File: src/rtl/mac_array_acc.sv
// Multi-lane MAC: per-lane unsigned x signed products, lane sum, windowed signed accumulation with saturate/wrap.
// Latency: two registered stages, input edge to out update. No backpressure, so one vector is accepted every cycle.
module mac_array_acc #(
   parameter int BW      = 4,
   parameter int PSUM_BW = 16,
   parameter int COL     = 4,
   parameter int ACC_LEN = 5
) (
   input  logic                      clk,
   input  logic                      reset,
   input  logic [BW*COL-1:0]         x,
   input  logic [BW*COL-1:0]         w,
   input  logic                      in_valid,
   input  logic                      clear,
   input  logic                      sat_en,
   output logic signed [PSUM_BW-1:0] out,
   output logic                      out_valid,
   output logic                      out_ovf
);

   localparam int PW = 2*BW + 1;
   localparam int SW = PSUM_BW + $clog2(COL) + PW;
   localparam int CW = (ACC_LEN > 1) ? $clog2(ACC_LEN) : 1;
   localparam logic [CW-1:0] LAST = CW'(ACC_LEN - 1);

   localparam logic signed [SW-1:0] PMAX = {{(SW-PSUM_BW+1){1'b0}}, {(PSUM_BW-1){1'b1}}};
   localparam logic signed [SW-1:0] PMIN = {{(SW-PSUM_BW+1){1'b1}}, {(PSUM_BW-1){1'b0}}};
   localparam logic [PSUM_BW-1:0]   SAT_HI = {1'b0, {(PSUM_BW-1){1'b1}}};
   localparam logic [PSUM_BW-1:0]   SAT_LO = {1'b1, {(PSUM_BW-1){1'b0}}};

   logic signed [PW-1:0]      prod_d [COL];
   logic signed [PW-1:0]      prod_q [COL];
   logic                      s1_vld_d, s1_vld_q;
   logic signed [PSUM_BW-1:0] acc_d, acc_q;
   logic [CW-1:0]             cnt_d, cnt_q;
   logic                      sticky_d, sticky_q;
   logic signed [PSUM_BW-1:0] out_d, out_q;
   logic                      out_vld_d, out_vld_q;
   logic                      out_ovf_d, out_ovf_q;

   logic signed [PW-1:0]      x_ext, w_ext;
   logic signed [SW-1:0]      sum, nxt;
   logic                      step_ovf;
   logic [PSUM_BW-1:0]        res;

   // Stage 1: activations zero-extended, weights sign-extended to the full product width.
   always_comb begin
      s1_vld_d = in_valid & ~clear;
      x_ext    = '0;
      w_ext    = '0;
      for (int k = 0; k < COL; k++) begin
         x_ext     = {{(BW+1){1'b0}}, x[BW*k +: BW]};
         w_ext     = {{(BW+1){w[BW*k+BW-1]}}, w[BW*k +: BW]};
         prod_d[k] = x_ext * w_ext;
      end
   end

   always_comb begin
      sum = '0;
      for (int k = 0; k < COL; k++) begin
         sum = sum + {{(SW-PW){prod_q[k][PW-1]}}, prod_q[k]};
      end
      nxt      = {{(SW-PSUM_BW){acc_q[PSUM_BW-1]}}, acc_q} + sum;
      step_ovf = (nxt > PMAX) || (nxt < PMIN);
      if (step_ovf && sat_en) begin
         res = nxt[SW-1] ? SAT_LO : SAT_HI;
      end else begin
         res = nxt[PSUM_BW-1:0];
      end
   end

   // Stage 2: clear takes priority over a pending stage-1 vector and suppresses any pulse.
   always_comb begin
      acc_d     = acc_q;
      cnt_d     = cnt_q;
      sticky_d  = sticky_q;
      out_d     = out_q;
      out_ovf_d = out_ovf_q;
      out_vld_d = 1'b0;
      if (clear) begin
         acc_d    = '0;
         cnt_d    = '0;
         sticky_d = 1'b0;
      end else if (s1_vld_q) begin
         if (cnt_q == LAST) begin
            out_d     = res;
            out_ovf_d = sticky_q | step_ovf;
            out_vld_d = 1'b1;
            acc_d     = '0;
            cnt_d     = '0;
            sticky_d  = 1'b0;
         end else begin
            acc_d    = res;
            cnt_d    = cnt_q + CW'(1);
            sticky_d = sticky_q | step_ovf;
         end
      end
   end

   always_ff @(posedge clk) begin
      if (reset) begin
         for (int k = 0; k < COL; k++) prod_q[k] <= '0;
         s1_vld_q  <= 1'b0;
         acc_q     <= '0;
         cnt_q     <= '0;
         sticky_q  <= 1'b0;
         out_q     <= '0;
         out_vld_q <= 1'b0;
         out_ovf_q <= 1'b0;
      end else begin
         for (int k = 0; k < COL; k++) prod_q[k] <= prod_d[k];
         s1_vld_q  <= s1_vld_d;
         acc_q     <= acc_d;
         cnt_q     <= cnt_d;
         sticky_q  <= sticky_d;
         out_q     <= out_d;
         out_vld_q <= out_vld_d;
         out_ovf_q <= out_ovf_d;
      end
   end

   assign out       = out_q;
   assign out_valid = out_vld_q;
   assign out_ovf   = out_ovf_q;

endmodule
File: config.mk
export PLATFORM = sky130hd
export DESIGN_NAME = mac_array_acc
export DESIGN_NICKNAME = d
export VERILOG_FILES = /design/src/rtl/mac_array_acc.sv
export SDC_FILE = /design/constraint.sdc
export NUM_CORES = 1
export LEC_CHECK = 0
export BUFFER_PORTS_ARGS = -buffer_cell sky130_fd_sc_hd__buf_2
export CORE_MARGIN = 4
export CORE_UTILIZATION = 60
export CTS_CLUSTER_DIAMETER = 50
export CTS_CLUSTER_SIZE = 24
export DETAILED_ROUTE_END_ITERATION = 16
export HOLD_SLACK_MARGIN = 0.02
export PLACE_DENSITY = 0.8
export SETUP_SLACK_MARGIN = 0.4
export SLEW_MARGIN = 10
export SYNTH_ARGS = -nofsm -noshare
export SYNTH_HDL_FRONTEND = slang
export SYNTH_SLANG_ARGS = --single-unit
File: constraint.sdc
create_clock -name clk -period 5.8 [get_ports clk]
set_input_delay 0.87 -clock clk [delete_from_list [all_inputs] [get_ports clk]]
set_output_delay 0.87 -clock clk [all_outputs]
set_load 0.01 [all_outputs]
# --- Yosys cells after proc, flatten, opt, wreduce, memory -nomap -nowiden ---
# Memories as Yosys holds them, arrays and structs flattened.
# Index checks and enable logic that the tools add are counted.
op_classes:
  bitwise_logic: 8
  n_reduce_logical: 5
  n_div: 0
  n_lt_le_gt_ge: 2
  eq_ne: 1
  n_mux: 13
  n_addsub: 5
  mul: 4
  shifts: 0
op_table:
  columns: ["op", "count"]
  rows:
  - ["$mux W16", 3]
  - ["$mul A5 B4 Y9", 4]
  - ["$mux W9", 4]
  - ["$add A16 B12 Y17", 1]
  - ["$gt A17 B16 Y1 const B", 1]
  - ["$lt A17 B16 Y1 const B", 1]
  - ["$add A11 B9 Y12", 1]
  - ["$add A10 B9 Y11", 1]
  - ["$add A9 B9 Y10", 1]
  - ["$mux W1", 5]
  - ["$or A1 B1 Y1", 5]
  - ["$add A3 B1 Y3 const B", 1]
  - ["$eq A3 B3 Y1 const B", 1]
  - ["$mux W3", 1]
  - ["$reduce_and A3 Y1", 1]
  - ["$reduce_or A3 Y1", 1]
  - ["$not A1 Y1", 2]
  - ["$reduce_or A2 Y1", 1]
  - ["$and A1 B1 Y1", 1]
  - ["$logic_and A1 B1 Y1", 1]
  - ["$logic_or A1 B1 Y1", 1]
totals:
  latch_bits: 0
  word_cells: 46
  output_inout_bits: 18
  mem_bits_ro: 0
  n_memories: 1
  ram_bits: 36
  ff_bits: 39
  in_bits: 37
memory_table:
  columns: ["name", "words", "word_bits", "read_ports", "rd_ports_with_merged_regs", "write_ports", "line", "text"]
  rows:
  - ["prod_q", 4, 9, 4, 0, 4, "32", "logic signed [PW-1:0] prod_q [COL];"]

# --- Logic depth before layout (Yosys ltp) ---
# An unclocked memory read counts as a cell.
depth:
  word_depth: 10
  depth_mapped: 17

# --- Least setup slack after synthesis ---
# OpenSTA, ideal clock, no wires.
synth_path:
  kind: "reg2reg"
  from: "mem prod_q[1][8] in the netlist's numbering"
  to: "reg acc_q[3]"
  slack_ns: 1.285
  stages_incl_launch_ff: 17
  arrival_ns: 4.421
  cell_sequence: "dfxtp_1 -> inv_1 -> fa_1 -> inv_1 -> fa_1 -> inv_1 -> fa_1 -> inv_1 -> ha_1 -> and3_1 -> nor3b_1 -> a311o_1 -> or3_4 -> and3_4 -> mux2_4 -> buf_6 -> o311ai_2"
synth_lines:
  columns: ["item", "line", "text"]
  rows:
  - ["start, declared", "32", null]
  - ["end signal, assigned", "104", "acc_q <= '0;"]
  - ["end signal, assigned", "113", "acc_q <= acc_d;"]
  - ["end, declared", "34", "logic signed [PSUM_BW-1:0] acc_d, acc_q;"]

==> flow_summary.toml <==
[setup_path]
cp-end-kind = "flip-flop"
ff2ff_setup_slack_ns = 0.83
slowest_delay_ns = 0.56
rr_worst_depth = 15
critPathLaunchType = "flip-flop"
critPathRequiredTime_ns = 5.96
timing.rr.start = "prod_q[1][8]$_SDFF_PP0_"
worstSetupPathType = "flip-flop to flip-flop"
critPathMaxFanout = 15
critPathArrivalTime_ns = 5.14
crit_chain = "inv_1 -> fa_1 -> inv_1 -> fa_1 -> inv_1 -> fa_1 -> inv_1 -> ha_1 -> o21ai_0 -> nand2b_1 -> a311o_1 -> or3_4 -> and3_4 -> nand3_1 -> o311ai_0"
cpMostUsedCell = "inv_1"
reg2reg_to = "acc_q[12]$_SDFFE_PP0P_"
cp_slowest_cell = "fa_1"

[placement]
gp_congestion = 1.00
portBuffers = 54
post-dp-hpwl_microns = 11100

[die]
start_util = 0.617
rows = 38
core_area_sq_um = 10900
die_height_microns = 114
io_pins = 55
fp.dieW_microns = 114
die_area_sq_um = 13000

[detailed_routing]
viasPerCell = 5.32
avgRoutedWirePerCell_microns = 14.1
vias = 5063
dr.pass1.iters = 5
final_antenna_net_count = 0
drtIter0Drc = 305
drc = 0
routed_wl_microns = 13400

[sta]
tightestPinTransition_ns = 0.973
fmaxAchievable_mhz = 201
setup_tns_ns = 0
maxSlewViolCount = 0
hold_ws_ns = 0.459
clock_skew_ns = 0.00938
period_share = 0.858
rsz0062_at_grt = "false"
min_period_ns = 4.97
setup_viol = 0
hold_viol = 0
slew_headroom = 0.349

[synthesis]
synthTopCellsByCount = "inv_1, ha_1, dfxtp_1, fa_1, nand2_1"
yosysWarnings = 0
ys_ff_latch = 75
synthFlopType = "dfxtp_1"
syn_avg_cell_area_sq_um = 8.90
netlist_instances = 759
synth_cell_types = 46
syn_area_sq_um = 6750
synth-async-reset-ratio = 0
synth_edf_count = 0
synthTopCellsByArea = "dfxtp_1, fa_1, ha_1"
seq_area_frac_synth = 0.222
syn_nets = 950
yosysMostFrequentCell = "inv_1"
yosysTopAreaCell = "dfxtp_1"
synth_top_area_frac = 0.222

[clocking]
clkSlewWorstSetupHoldPaths_ns = 0.07
post_cts_resized = 0
cts.sinks = 75
cts-htree-levels = 3
ctsHoldBuffers = 0
cts_root_buffer = "clkbuf_16"
post-cts-setup-buffer-count = 0
cts.path.max_buffers = 2
cts_buffers = 9
cts_tree = "done"
insertion_delay_ns = 0.34

[power_and_ir_drop]
finalPower_w = 0.00268
ir_drop_mv = 0.341
power.leakage_nw = 3.77
power.density_nw_per_um2 = 362

[grt]
grt_pass1_vias = 5114
overflow = 0
grt_max_degree = 44
grt_pass1_wl_microns = 23400
grt_usage = 0.220
antenna_found_initial = 0

[worst_hold_path]
hold_class = "flip-flop to flip-flop"
hold_depth = 2
worstHoldStart = "out[9]$_SDFFE_PP0P_"
min_to = "out[9]$_SDFFE_PP0P_"

[finish]
drive_gt1_frac = 0.106
area_growth_pct = 9.69
fin_nets = 998
n_antenna_cell = 0

[status]
outcome = "completed"

[job]
drv_cap = 0
through the flow:
stage | instances | instance area (sq um) | utilization | setup slack [ns]
floorplan | 759 | 6750 | - | 1.28
global placement | 936 | 7120 | 0.651 | 1.13
detailed placement | 936 | 7120 | 0.651 | 0.892
CTS | 952 | 7410 | 0.677 | 0.848
global route | 952 | 7410 | 0.677 | 0.515
finish | 952 | 7410 | 0.677 | 0.826
logic make-up (layout without fill, tap and decap cells):
kind of cell	Yosys count	in the layout	synth area share
adders and majority gates	154	154	0.360
and+or+nand+nor	188	188	0.135
buffers and inverters	195	248	0.111
AOI/OAI and AO/OA	109	109	0.121
muxes	3	3	0.00537
xor gates and xnor gates	35	35	0.0454
DFF	75	75	0.222
metal layers:
metal	track usage	part of all wire
met4	0.0713	0.030
met1	0.291	0.43
met2	0.375	0.49
met5	0	0
met3	0.0307	0.053
worst max-delay path: cells and delay by family (launching register included):
family,cells,cell delay (ns)
AND/OR/NAND/NOR,4,1.25
AO/OA/AOI/OAI,3,0.91
buffers and inverters,4,0.36
flip-flops,1,0.36
adder cells (fa/ha/maj),4,1.91
registers in the layout (all words and copies together), names as in the netlist:
signal,cells
prod_q,36
acc_q,16
out,16
cnt_q,3
out_ovf,1
out_valid,1
s1_vld_q,1
sticky_q,1
worst max-delay path by stage:
stage          cells after the start                     end  slack (ns)                    start
6_report                          15  acc_q[12]$_SDFFE_PP0P_        0.83  prod_q[1][8]$_SDFF_PP0_
2_1_floorplan                     16   acc_q[3]$_SDFFE_PP0P_        1.28  prod_q[1][8]$_SDFF_PP0_
3_5_place_dp                      15  acc_q[12]$_SDFFE_PP0P_        0.89  prod_q[1][8]$_SDFF_PP0_
4_1_cts                           15  acc_q[12]$_SDFFE_PP0P_        0.85  prod_q[1][8]$_SDFF_PP0_
3_3_place_gp                      15  acc_q[12]$_SDFFE_PP0P_        1.13  prod_q[1][8]$_SDFF_PP0_
5_1_grt                           15  acc_q[12]$_SDFFE_PP0P_        0.51  prod_q[1][8]$_SDFF_PP0_
where the power goes:
| part | total (W) | switching (W) | leakage (nW) | internal, W |
|---|---|---|---|---|
| combinational | 0.00155 | 0.000986 | 3.01 | 0.000563 |
| sequential | 0.000590 | 0.0000261 | 0.614 | 0.000564 |
| clock | 0.000544 | 0.000243 | 0.141 | 0.000301 |
| total | 0.00268 | 0.00126 | 3.77 | 0.00143 |
cell type report:
type | instances | area, sq um
Inverter | 178 | 668
Clock buffer | 9 | 225
Fill cell | 823 | 3530
Timing Repair Buffer | 54 | 270
Sequential cell | 75 | 1500
Tap cell | 140 | 175
Multi-Input combinational cell | 489 | 4500
Clock inverter | 7 | 65.1
layout by cell type, fill, tap and decap left out, types with 11 or more instances in the layout:
cell type,synthesis,layout
a21o_1,11,11
a21oi_1,29,29
and2_1,32,32
buf_2,2,54
dfxtp_1,75,75
fa_1,67,67
ha_1,87,87
inv_1,178,178
nand2_1,58,58
nand2b_1,13,13
nor2_1,51,51
nor2b_1,14,14
o21ai_0,14,14
xnor2_1,15,15
xor2_1,20,20
(Power assumes the default switching activity.)
